`src/rtl/div_unit.sv`:
```
// Sequential restoring divider (signed/unsigned), result packed as {remainder, quotient}.
// Latency: WIDTH+1 cycles from the accepting edge to ready_o; divide-by-zero answers after 1 cycle.
// Backpressure: result and ready_o are held while start_i stays high; dropping start_i releases the unit.
module div_unit #(
    parameter int WIDTH = 32
) (
    input  logic               clk,
    input  logic               rst,
    input  logic               signed_div_i,
    input  logic [WIDTH-1:0]   opdata1_i,
    input  logic [WIDTH-1:0]   opdata2_i,
    input  logic               start_i,
    input  logic               annul_i,
    output logic [2*WIDTH-1:0] result_o,
    output logic               ready_o
);

    localparam int            CW       = $clog2(WIDTH + 1);
    localparam logic [CW-1:0] CNT_LAST = CW'(WIDTH);

    typedef enum logic [1:0] {
        FREE   = 2'd0,
        BYZERO = 2'd1,
        ON     = 2'd2,
        END    = 2'd3
    } state_t;

    state_t           state;
    state_t           state_nxt;
    logic [CW-1:0]    cnt;
    logic [WIDTH-1:0] quo_r;      // dividend shifts out of the top, quotient bits shift in at the bottom
    logic [WIDTH-1:0] rem_r;
    logic [WIDTH-1:0] dvs_r;
    logic             neg_q_r;
    logic             neg_r_r;

    logic             op_accept;
    logic             op_zero;
    logic [WIDTH-1:0] mag1;
    logic [WIDTH-1:0] mag2;
    logic [WIDTH:0]   trial;
    logic [WIDTH:0]   diff;
    logic [WIDTH-1:0] rem_step;
    logic [WIDTH-1:0] quo_step;

    // Operand magnitudes at capture and one restoring shift-subtract step.
    always_comb begin
        op_accept = start_i && !annul_i;
        op_zero   = (opdata2_i == '0);
        mag1      = (signed_div_i && opdata1_i[WIDTH-1]) ? -opdata1_i : opdata1_i;
        mag2      = (signed_div_i && opdata2_i[WIDTH-1]) ? -opdata2_i : opdata2_i;
        trial     = {rem_r, quo_r[WIDTH-1]};
        diff      = trial - {1'b0, dvs_r};
        // A borrow out of the trial subtraction means the divisor did not fit: restore.
        rem_step  = diff[WIDTH] ? trial[WIDTH-1:0] : diff[WIDTH-1:0];
        quo_step  = {quo_r[WIDTH-2:0], ~diff[WIDTH]};
    end

    // Next-state selection; annul only matters while a result is still pending.
    always_comb begin
        state_nxt = state;
        case (state)
            FREE: begin
                if (op_accept) begin
                    state_nxt = op_zero ? BYZERO : ON;
                end
            end
            BYZERO: state_nxt = annul_i ? FREE : END;
            ON: begin
                if (annul_i) begin
                    state_nxt = FREE;
                end else if (cnt == CNT_LAST) begin
                    state_nxt = END;
                end
            end
            END: begin
                if (!start_i) begin
                    state_nxt = FREE;
                end
            end
            default: state_nxt = FREE;
        endcase
    end

    // State register, iteration datapath and registered outputs.
    always_ff @(posedge clk) begin
        if (!rst) begin
            state    <= FREE;
            cnt      <= '0;
            quo_r    <= '0;
            rem_r    <= '0;
            dvs_r    <= '0;
            neg_q_r  <= 1'b0;
            neg_r_r  <= 1'b0;
            ready_o  <= 1'b0;
            result_o <= '0;
        end else begin
            state <= state_nxt;
            case (state)
                FREE: begin
                    ready_o  <= 1'b0;
                    result_o <= '0;
                    if (op_accept && !op_zero) begin
                        quo_r   <= mag1;
                        rem_r   <= '0;
                        dvs_r   <= mag2;
                        neg_q_r <= signed_div_i && (opdata1_i[WIDTH-1] ^ opdata2_i[WIDTH-1]);
                        neg_r_r <= signed_div_i && opdata1_i[WIDTH-1];
                        cnt     <= '0;
                    end
                end
                BYZERO: begin
                    ready_o  <= !annul_i;
                    result_o <= '0;
                end
                ON: begin
                    if (annul_i) begin
                        ready_o  <= 1'b0;
                        result_o <= '0;
                        cnt      <= '0;
                    end else if (cnt == CNT_LAST) begin
                        ready_o  <= 1'b1;
                        result_o <= {(neg_r_r ? -rem_r : rem_r), (neg_q_r ? -quo_r : quo_r)};
                    end else begin
                        quo_r <= quo_step;
                        rem_r <= rem_step;
                        cnt   <= cnt + CW'(1);
                    end
                end
                END: begin
                    if (!start_i) begin
                        ready_o  <= 1'b0;
                        result_o <= '0;
                    end
                end
                default: begin
                    ready_o  <= 1'b0;
                    result_o <= '0;
                end
            endcase
        end
    end

endmodule

```
`config.mk`:
```
export PLATFORM = sky130hd
export DESIGN_NAME = div_unit
export DESIGN_NICKNAME = d
export VERILOG_FILES = /design/src/rtl/div_unit.sv
export SDC_FILE = /design/constraint.sdc
export NUM_CORES = 1
export LEC_CHECK = 0
export BUFFER_PORTS_ARGS = -buffer_cell sky130_fd_sc_hd__clkbuf_2
export CORE_MARGIN = 2
export CORE_UTILIZATION = 30
export DETAILED_ROUTE_END_ITERATION = 10
export GPL_TIMING_DRIVEN = 0
export PLACE_DENSITY = 0.57
export SLEW_MARGIN = 20
export SYNTH_ARGS = -nofsm -noshare
export SYNTH_HDL_FRONTEND = slang
export SYNTH_SLANG_ARGS = --single-unit
```
`constraint.sdc`:
```
create_clock -name clk -period 3.25 [get_ports clk]
set_input_delay 0.325 -clock clk [delete_from_list [all_inputs] [get_ports clk]]
set_output_delay 0.325 -clock clk [all_outputs]
set_load 0.01 [all_outputs]
```
==> impl_metrics.json <==
{
  "status": "finished clean",
  "dp_hpwl_mm": 29.49,
  "drt_iter0_drc": 785,
  "core_sq_mm": 0.03670,
  "fp.dieH_um": 197.4,
  "clock_latency_ns": 0.46,
  "cts_hold_buf": 0,
  "synth_area_leaders": "dfxtp_1, xnor2_1, nand2_1, o21ai_0, ha_1",
  "fin_worst_skew_ns": 0.02400,
  "yosys.area.top_type": "dfxtp_1",
  "port-buffer-count": 133,
  "worst_slew_pin_slew_ns": 0.9756,
  "pwr-share-comb_pct": 38.6,
  "ff2ff_path_depth": 11,
  "crit_chain": "ha_1 -> a21oi_1 -> o211ai_1 -> a21boi_0 -> a21boi_2 -> o211ai_1 -> o211a_1 -> buf_6 -> buf_8 -> mux2i_1 -> o21ai_0",
  "numCtsBuffers": 17,
  "yosys_warnings": 0,
  "critical_path_arrival_ns": 3.41,
  "crit_slowest_cell": "dfxtp_1",
  "whs_endpoint": "dvs_r[31]",
  "cellLeakagePower_nw": 5.319,
  "synth-seq-cells": 171,
  "hp-class": "in -> reg",
  "grt_usage_pct": 19.04,
  "drc_errors": 0,
  "cap_violations": 0,
  "grt_pass1_wl_mm": 57.82,
  "slew_headroom_pct": 34.52,
  "timing.fmax_mhz": 323.9,
  "synth_edf_count": 0,
  "grt_pass1_vias": 10260,
  "peakVddDrop_v": 0.0004040,
  "postSynth.asyncResetShare_pct": 0,
  "p_clk_share_pct": 27.6,
  "holdWs_ns": 0.1930,
  "r2r_start": "rem_r[14]",
  "synth_cells": 1420,
  "synth_top_area_share_pct": 30.52,
  "syn-num-nets": 1532,
  "fp-row-count": 70,
  "dieArea_sq_mm": 0.03896,
  "area_delta_synth_final_pct": 17.34,
  "worst_slack_ns": 0.1624,
  "cts.clk_slew.worst_paths_ns": 0.08,
  "antenna_found_initial": 3,
  "wl_per_cell_um": 17.90,
  "seqPwrFrac_pct": 33.8,
  "setup_viol": 0,
  "fin_setup_tns_ns": 0,
  "finalPower_w": 0.007345,
  "place_congestion": 0.9476,
  "layout.nets": 1687,
  "slowest_delay_ns": 0.50,
  "numClockSinks": 171,
  "critPathLaunchType": "flop",
  "final_util_pct": 35.87,
  "r2r_end": "rem_r[5]",
  "switching_share_pct": 40.06,
  "initial_utilization_pct": 30.57,
  "end_kind": "flop",
  "grt_max_degree": 17,
  "min_from": "opdata2_i[31]",
  "clock-root-buffer": "clkbuf_16",
  "r2r_setup_slack_ns": 0.16,
  "critPathTopFamily": "compound AO/OA/AOI/OAI gates",
  "post-route-min-period_ns": 3.088,
  "place_ws_ns": -0.6260,
  "first_pass_iters": 6,
  "p_per_area_mw_per_mm2": 558.0,
  "synth_ff_type": "dfxtp_1",
  "final_antenna_net_count": 0,
  "clock_path_buffers": 2,
  "cts_tree": "done",
  "intPower_w": 0.004402,
  "htreeDepth": 4,
  "yosysSeqAreaShare_pct": 30.52,
  "crit_fanout": 10,
  "crit_path_frequent_cell": "o211ai_1",
  "path_class": "reg -> reg",
  "switchingPower_w": 0.002943,
  "fin_crit_sh_pct": 95.00,
  "synth.distinct_cells": 70,
  "routed_via_density": 5.222,
  "vias": 10760,
  "syn_avg_cell_area_sq_um": 7.900,
  "slew_violations": 0,
  "netlist_area_sq_mm": 0.01122,
  "hold_violations": 0,
  "critPathRequiredTime_ns": 3.57,
  "io_pins": 134,
  "cp.depth": 11,
  "cp.buffers_inverters": 2,
  "drive_gt1_share_pct": 13.35,
  "gr-total-overflow": 0,
  "hold_depth": 3,
  "drt_wl_total_mm": 36.87,
  "die_x_um": 197.4
}
[power groups by stage]
stage / clock network, W / logic, W / registers, W
final: 0.00203 / 0.00284 / 0.00248
after CTS: 0.00206 / 0.00276 / 0.00248
after detailed placement: 0 / 0.00271 / 0.00252
after floorplan: 0 / 0.00199 / 0.00245
after global routing: 0.00214 / 0.00315 / 0.00250
after global placement: 0 / 0.00270 / 0.00252
[worst max-delay path by stage]
stage | to | from | slack (ns)
2_1_floorplan | rem_r[27] | quo_r[31] | 0.30
3_3_place_gp | rem_r[5] | rem_r[0] | -0.67
3_5_place_dp | rem_r[5] | rem_r[0] | -0.63
4_1_cts | rem_r[8] | quo_r[31] | 0.02
5_1_grt | rem_r[5] | rem_r[14] | -0.001
6_report | rem_r[5] | rem_r[14] | 0.16
[synth_stat cells (all sizes together), types with 32 or more instances]
cell    count
a22oi      49
dfxtp     171
o21ai     130
nand3      32
inv        55
xnor2      94
nor2       53
clkbuf     66
nor2b      59
nand2     213
xor2       54
ha         42
a21oi      69
[timing repair]
action                                  CTS  global route
resized for setup                        13            18
endpoints found under the hold margin     0             0
pin swaps                                 2             8
endpoints found under the setup margin   43            43
buffers inserted                          1             4
[per-layer routing]
| layer | vias to the layer above | global-route usage [%] | part of all wire (%) |
|---|---|---|---|
| li1 | 5365 | - | - |
| met1 | 5076 | 26.84 | 49 |
| met2 | 288 | 30.03 | 45 |
| met3 | 28 | 2.646 | 4.7 |
| met4 | 0 | 5.820 | 1.3 |
| met5 | - | 0 | 0 |
[worst min-delay path, cell delays in order]
cell and delay, ns:
clkbuf_2 0.13, nand3_1 0.08, a21boi_0 0.08
[per-stage QoR]
stage                     instance area [sq um]  cells
after floorplan                           11220   1420
after global placement                    12470   2021
after detailed placement                  12470   2021
after CTS                                 13080   2054
after global routing                      13160   2059
final                                     13160   2060
[final cells by class]
cell class                 instances  area, sq um
antenna                            4        10.01
clock inverter                    14        135.1
buffer                            84        405.4
multi-input combinational       1107         7259
timing repair buffer             138        703.2
inverter                          56        210.2
tap                              468        585.6
clock buffer                      18        429.2
sequential                       171         3426
fill                            3885        23530
[flip-flops by register name, summed over array words and instances, names as in the netlist]
| register | count |
|---|---|
| cnt | 6 |
| dvs_r | 32 |
| neg_q_r | 1 |
| neg_r_r | 1 |
| quo_r | 32 |
| ready_o | 1 |
| rem_r | 32 |
| result_o | 64 |
| state | 2 |
[cells by family after synthesis]
| kind of cell | synth area share, % |
|---|---|
| compound gates | 24.74 |
| xor+xnor | 11.55 |
| fa+ha+maj | 4.863 |
| buf+inv | 5.220 |
| flops | 30.52 |
| mux | 2.498 |
| simple gates | 20.61 |
[cells in the final DEF (no fill, tap or decap), types with 5 or more instances in the layout]
cell type	n
nand2_1	213
dfxtp_1	169
clkbuf_2	134
o21ai_0	120
xnor2_1	94
a21oi_1	66
clkbuf_1	64
nor2b_1	58
inv_1	54
xor2_1	54
nor2_1	53
a22oi_1	49
ha_1	42
nand3_1	32
mux2i_1	28
a21boi_0	27
o31ai_1	27
o211a_1	25
o41ai_1	18
a21o_1	17
clkbuf_16	17
nor3_1	15
nand2b_1	15
nor4_1	14
o211ai_1	12
nand4_1	12
and3_1	11
and2_1	10
or4_1	9
or3_1	9
o21ai_1	9
buf_4	7
buf_2	7
a31oi_1	6
buf_6	6
o311ai_1	5
No activity file was read; power rests on OpenSTA's default activity.
